[src/rtl/energy_tracker.sv]
// Saturating energy level with a prescaled step, activity drain and a hysteretic 2-bit band.
// Optional ENERGY_TRACKER_BOOST_EN adds a boost input that forces the level to max.
module energy_tracker #(
  parameter int unsigned WIDTH    = 8,
  parameter int unsigned PRESCALE = 16,
  parameter int unsigned INC_STEP = 2,
  parameter int unsigned DEC_STEP = 1,
  parameter int unsigned ACT_COST = 8,
  parameter int unsigned TH_LOW   = 64,
  parameter int unsigned TH_MID   = 128,
  parameter int unsigned TH_HIGH  = 224,
  parameter int unsigned HYST     = 4,
  parameter int unsigned INIT     = 128
) (
  input  logic             clk,
  input  logic             rst_n,
  input  logic             en_inc,
  input  logic             en_dec,
  input  logic             activity,
`ifdef ENERGY_TRACKER_BOOST_EN
  input  logic             boost,
`endif
  output logic [WIDTH-1:0] energy_level,
  output logic [1:0]       energy_indicator,
  output logic             exhausted,
  output logic             full,
  output logic             tick
);

  localparam int unsigned CW = (PRESCALE > 1) ? $clog2(PRESCALE) : 1;
  localparam int unsigned DW = WIDTH + 2;
  localparam int unsigned SW = WIDTH + 3;
  localparam logic [WIDTH-1:0] MAX = {WIDTH{1'b1}};
  localparam logic [1:0] INIT_BAND = (INIT >= TH_HIGH) ? 2'b11 :
                                     (INIT >= TH_MID)  ? 2'b10 :
                                     (INIT >= TH_LOW)  ? 2'b01 : 2'b00;

  typedef enum logic [1:0] {
    B0 = 2'b00,
    B1 = 2'b01,
    B2 = 2'b10,
    B3 = 2'b11
  } band_t;

  logic [CW-1:0]        cnt;
  logic                 step;
  logic signed [DW-1:0] delta;
  logic [SW-1:0]        sum;
  logic [WIDTH-1:0]     level_next;
  band_t                band_q;
  band_t                band_d;

  assign step = (cnt == CW'(PRESCALE - 1));

  // Prescaler: the step lands on the edge ending the PRESCALE-1 cycle, tick follows it
  always_ff @(posedge clk or negedge rst_n) begin
    if (!rst_n) begin
      cnt  <= '0;
      tick <= 1'b0;
    end else begin
      cnt  <= step ? '0 : cnt + CW'(1);
      tick <= step;
    end
  end

  // Net signed delta for this cycle, then clamp the sum into [0, MAX]
  always_comb begin
    delta = '0;
    if (step && en_inc && !en_dec) delta = delta + DW'(INC_STEP);
    if (step && en_dec && !en_inc) delta = delta - DW'(DEC_STEP);
    if (activity)                  delta = delta - DW'(ACT_COST);
    sum = {3'b000, energy_level} + {delta[DW-1], delta};
    if (sum[SW-1])
      level_next = '0;
    else if (sum > {3'b000, MAX})
      level_next = MAX;
    else
      level_next = sum[WIDTH-1:0];
`ifdef ENERGY_TRACKER_BOOST_EN
    if (boost) level_next = MAX;
`endif
  end

  always_ff @(posedge clk or negedge rst_n) begin
    if (!rst_n) begin
      energy_level <= WIDTH'(INIT);
      exhausted    <= (INIT == 0);
      full         <= (INIT == (2**WIDTH - 1));
    end else begin
      energy_level <= level_next;
      exhausted    <= (level_next == '0);
      full         <= (level_next == MAX);
    end
  end

  // Band state register
  always_ff @(posedge clk or negedge rst_n) begin
    if (!rst_n) band_q <= band_t'(INIT_BAND);
    else        band_q <= band_d;
  end

  // Band next-state: one band per cycle, downward moves use the hysteresis margin
  always_comb begin
    band_d = band_q;
    case (band_q)
      B0: if (energy_level >= WIDTH'(TH_LOW)) band_d = B1;
      B1: begin
        if (energy_level >= WIDTH'(TH_MID))             band_d = B2;
        else if (energy_level < WIDTH'(TH_LOW - HYST))  band_d = B0;
      end
      B2: begin
        if (energy_level >= WIDTH'(TH_HIGH))            band_d = B3;
        else if (energy_level < WIDTH'(TH_MID - HYST))  band_d = B1;
      end
      B3: if (energy_level < WIDTH'(TH_HIGH - HYST))    band_d = B2;
      default: band_d = B0;
    endcase
  end

  assign energy_indicator = band_q;

endmodule
[config.mk]
export PLATFORM = sky130hd
export DESIGN_NAME = energy_tracker
export DESIGN_NICKNAME = d
export VERILOG_FILES = /design/src/rtl/energy_tracker.sv
export SDC_FILE = /design/constraint.sdc
export NUM_CORES = 1
export LEC_CHECK = 0
export BUFFER_PORTS_ARGS = -buffer_cell sky130_fd_sc_hd__buf_2
export CAP_MARGIN = 15
export CORE_UTILIZATION = 60
export DETAILED_ROUTE_END_ITERATION = 6
export GPL_TIMING_DRIVEN = 0
export PLACE_DENSITY_LB_ADDON = 0.15
export SYNTH_ARGS = -nofsm -noshare
export SYNTH_HDL_FRONTEND = slang
export SYNTH_SLANG_ARGS = --single-unit
[constraint.sdc]
create_clock -name clk -period 9.7 [get_ports clk]
set_clock_uncertainty 0.1 [all_clocks]
set_input_delay 0.485 -clock clk [delete_from_list [all_inputs] [get_ports clk]]
set_output_delay 0.485 -clock clk [all_outputs]
set_load 0.02 [all_outputs]
======== After elaboration in Yosys (flattened, before gate mapping) ========
Cells that the tools add are included.
storage, ports and cells
  flip-flop bits (word level) ............. 17
  logic and storage cells ................. 48
  bits of input ports ..................... 5
operators by class
  reductions and logical operators ........ 9
  muxes and demuxes ....................... 13
  add/sub/neg operators ................... 4
  $lt $le $gt $ge ......................... 7
  equal/unequal tests ..................... 9
operator list
  kind                                                            count
  two-way mux 10 bit                                              2
  >= comparator 8 bit, second input constant                      2
  two-way mux 8 bit                                               2
  two-way mux 2 bit                                               7
  adder 9 x 10 -> 11 bit                                          1
  greater-than comparator 11 x 8 -> 1 bit, second input constant  1
  subtractor 10 x 1 -> 10 bit, second input constant              1
  subtractor 10 x 4 -> 10 bit, second input constant              1
  equality test 8 bit, second input constant                      1
  >= comparator 8 x 7 -> 1 bit, second input constant             1
  zero test 8 bit                                                 1
  less-than comparator 8 x 6 -> 1 bit, second input constant      1
  less-than comparator 8 x 7 -> 1 bit, second input constant      1
  less-than comparator 8 bit, second input constant               1
  one-hot mux 2 bit (4 select lines)                              1
  != test 3 bit, second input constant                            2
  adder 4 x 1 -> 4 bit, second input constant                     1
  equality test 2 bit, second input constant                      2
  equality test 4 bit, second input constant                      1
  logical AND 1 bit                                               4
  two-way mux 4 bit                                               1
  != test 2 bit, second input constant                            2
  AND reduction 4 bit                                             1
  equality test 2 x 1 -> 1 bit, second input constant             1
  other kinds (2)                                                 3

======== Longest topological paths before layout ========
  depth in word-level cells ............... 13
  mapped depth ............................ 16

======== Worst setup path before layout ========
OpenSTA, ideal clock, no wires.
  kind .................................... flip-flop to flip-flop
  start ................................... reg cnt[0]
  end ..................................... reg exhausted
  cell stages (with the launch flop) ...... 16
  data arrival time ....................... 3345 ps
  setup slack ............................. 6151 ps
  cells stage by stage .................... dfrtp_1 -> ha_1 -> and3_1 -> and3b_1 -> ha_1 -> inv_1 -> ha_1 -> inv_1 -> ha_1 -> buf_6 -> a21oi_1 -> nor2_1 -> o31a_1 -> or3b_1 -> or4b_1 -> o311ai_1
between the ends
  cells in the longest elaborated chain, start to end .. 13
  elaborated cells on any way between the ends .. 15
RTL lines
  item                                     RTL line  RTL
  from (decl)                              45        logic [CW-1:0] cnt;
  from (signal assigned)                   61        cnt <= step ? '0 : cnt + CW'(1);
  equality test 4 bit (*)                  53        assign step = (cnt == CW'(PRESCALE - 1));
  via step                                 46        logic step;
  logical AND 1 bit (2 in a row)           69        if (step && en_inc && !en_dec) delta = delta + DW'(INC_STEP);
  two-way mux 2 bit                        69
  subtractor 10 x 1 -> 10 bit              70        if (step && en_dec && !en_inc) delta = delta - DW'(DEC_STEP);
  two-way mux 10 bit (*)                   70
  subtractor 10 x 4 -> 10 bit              71        if (activity) delta = delta - DW'(ACT_COST);
  two-way mux 10 bit (*)                   71
  adder 9 x 10 -> 11 bit (*)               72        sum = {3'b000, energy_level} + {delta[DW-1], delta};
  greater-than comparator 11 x 8 -> 1 bit  75        else if (sum > {3'b000, MAX})
  two-way mux 8 bit                        75
  two-way mux 8 bit (*)                    73        if (sum[SW-1])
  zero test 8 bit (*)                      91        exhausted <= (level_next == '0);
  to (signal assigned)                     87        exhausted <= (INIT == 0);
  to (signal assigned)                     91
  to (decl)                                25        output logic exhausted,
The timed path passes the listed nets; every way through them passes the cells marked *.
A chain may end at the register's enable or synchronous reset.

======== Worst setup path in the final report ========
Ends and elaborated chain as after synthesis.

==> impl_metrics.json <==
{
  "cts_root_buf": "clkbuf_4",
  "layout_common_cells": "a21oi_1 (18), buf_2 (17), inv_1 (15), dfrtp_1 (15), ha_1 (13)",
  "r2r_cells": 15,
  "routabilityCongestion": 0.7599,
  "start_util_pct": 63.20,
  "cts_setup_buffers": 0,
  "worstPathRequired_ns": 9.79,
  "firstDrtPassIters": 4,
  "fmax_ghz": 0.2583,
  "finalHoldViolations": 7,
  "setup_viol": 0,
  "run_status": "finished, violations left",
  "tightestPinTransition_ns": 0.5718,
  "ys_seq_elements": 17,
  "critPathCaptureType": "flip-flop",
  "die_h_microns": 47.46,
  "violations": "negative hold slack",
  "cts-buffers-inserted": 3,
  "cts_sinks": 17,
  "area_delta_synth_final_pct": 11.71,
  "synth-main-ff-cell": "dfrtp_1",
  "clk_latency_ns": 0.29,
  "drv_cap": 0,
  "r2r-start": "cnt[0]$_DFF_PN0_",
  "clk_pin_slew_worst_paths_ns": 0.10,
  "slew_headroom_pct": 60.89,
  "path_class": "reg -> reg",
  "ys_async_sr_fraction_pct": 100.0,
  "synthCells": 136,
  "holdWs_ns": -0.005771,
  "antenna_found_initial": 0,
  "grt_pass1_wl_microns": 3905,
  "io-pin-count": 18,
  "r2r-end": "exhausted$_DFF_PN0_",
  "grt_max_degree": 18,
  "htreeDepth": 1,
  "rows": 16,
  "hold_buffers": 0,
  "vias_per_cell": 5.821,
  "cp_max_fo": 8,
  "r2r_slack_ns": 5.83,
  "wire_per_inst_microns": 12.93,
  "grt_overflow": 0,
  "drtAntennaViolNets": 0,
  "post-route-cell-area_sq_um": 1385,
  "portBuffers": 17,
  "vias": 1071,
  "final_common_cell": "a21oi_1",
  "groute.usage.overall_pct": 24.98,
  "drive_gt1_share_pct": 19.11,
  "wirelength_microns": 2380,
  "drc_errors": 0,
  "slew_violations": 0,
  "finalCritPeriodShare_pct": 39.91,
  "fin_crit_ns": 3.872,
  "postCtsResizedCells": 0,
  "synth_enable_flop_cells": 0,
  "num_antenna_cells": 0,
  "yosysSeqAreaShare_pct": 34.51,
  "hp-class": "in -> async",
  "setup.worst_path.start_class": "flip-flop",
  "dp_hpwl_microns": 1919,
  "nFillCells": 181,
  "nNetsFinal": 177,
  "yosysUniqueCellTypes": 43,
  "avgSynthCellArea_sq_um": 9.117,
  "dp_worst_setup_slack_ns": 5.848,
  "die-area_sq_um": 2252,
  "powerDensity_nw_per_um2": 295.9,
  "p_leak_uw": 0.0006708,
  "ir_drop_v": 0.0002180,
  "syn_area_sq_um": 1240,
  "syn-num-nets": 155,
  "setup-tns-final_ns": 0,
  "drtIter0Drc": 15,
  "dpl-instance-area_sq_um": 1359,
  "arrival_ns": 3.97,
  "setup_slack_ns": 5.828,
  "cts_tree": "done",
  "cts_max_path_buffers": 2,
  "core-area_sq_um": 1962,
  "grt_pass1_vias": 941,
  "die_w_microns": 47.46,
  "synth_warnings": 0,
  "rsz0062_at_grt": "no"
}
==> worst max path at each step <==
stage                           startpoint                  end  slack, ns  cells after the start
after floorplan           cnt[0]$_DFF_PN0_  exhausted$_DFF_PN0_       6.15                     15
after global placement    cnt[0]$_DFF_PN0_  exhausted$_DFF_PN0_       5.94                     15
after detailed placement  cnt[0]$_DFF_PN0_  exhausted$_DFF_PN0_       5.85                     15
after CTS                 cnt[0]$_DFF_PN0_  exhausted$_DFF_PN0_       5.83                     15
after global routing      cnt[0]$_DFF_PN0_  exhausted$_DFF_PN0_       5.56                     15
final                     cnt[0]$_DFF_PN0_  exhausted$_DFF_PN0_       5.83                     15
==> cell families (layout without fill, tap and decap cells) <==
family / count (synthesis) / after routing / synth area share (%)
and+or+nand+nor: 45 / 45 / 20.99
AOI/OAI and AO/OA: 35 / 35 / 18.47
buffers and inverters: 19 / 40 / 6.962
DFF: 17 / 17 / 34.51
adders and majority gates: 14 / 14 / 14.73
xor gates and xnor gates: 5 / 5 / 3.532
muxes: 1 / 1 / 0.8073
==> cell usage after synthesis, types with 2 or more instances <==
cell type  count  area [sq um]
a21o_1         2         15.01
a21oi_1       18         90.09
a31oi_1        2         12.51
and2_2         2         15.01
and3_1         4         25.02
buf_6          2         22.52
dfrtp_1       15         375.4
dfstp_2        2         52.55
ha_1          13         162.7
inv_1         15         56.30
nand2_1        8         30.03
nand3_1        5         25.02
nand3b_1       3         22.52
nor2_1         6         22.52
nor3_1         2         10.01
nor3b_1        2         15.01
o21ai_0        4         20.02
or3_1          2         12.51
or3b_1         2         17.52
xnor2_1        3         26.28
xor2_1         2         17.52
==> where the power goes <==
part / internal, uW / leakage (uW) / switching (uW)
Sequential: 97.5 / 0.000197 / 22.2
Combinational: 102 / 0.000459 / 151
Clock: 16.0 / 0.0000150 / 21.3
==> metal layers <==
metal  part of all wire, %  GRT usage, %
met5                     0             0
met4                     0         1.714
met3                   4.1         6.792
met2                    50         46.03
met1                    45         30.34
==> flip-flops by register name (all words and copies together) (netlist names) <==
name and flops:
cnt 4, energy_indicator 2, energy_level 8, exhausted 1, full 1, tick 1
==> through the flow <==
| stage | total power, uW | instances | hold slack [ns] | utilization [%] |
|---|---|---|---|---|
| floorplan | 310.1 | 136 | 0.08941 | - |
| global placement | 363.7 | 180 | 0.3095 | 69.26 |
| detailed placement | 372.4 | 180 | 0.3288 | 69.26 |
| CTS | 409.9 | 184 | 0.01184 | 70.60 |
| global route | 446.8 | 184 | 0.01703 | 70.60 |
| finish | 409.9 | 184 | -0.005771 | 70.60 |
==> layout make-up <==
type	instances	area (sq um)	share of cell area [%]
buffer	4	30.03	2.168
multi-input combinational	100	725.7	52.39
tap	27	33.78	2.439
sequential	17	427.9	30.89
inverter	15	56.30	4.065
clock buffer	4	26.28	1.897
timing repair buffer	17	85.08	6.143
==> critical path, cell delays in order (launching register included) <==
cell and delay (ns):
dfrtp_1 0.42, ha_1 0.25, and3_1 0.23, and3b_1 0.21
ha_1 0.20, inv_1 0.07, ha_1 0.18, inv_1 0.14
ha_1 0.32, buf_6 0.14, a21oi_1 0.14, nor2_1 0.08
o31a_1 0.29, or3b_1 0.38, or4b_1 0.53, o311ai_1 0.10
(Power assumes the default switching activity.)
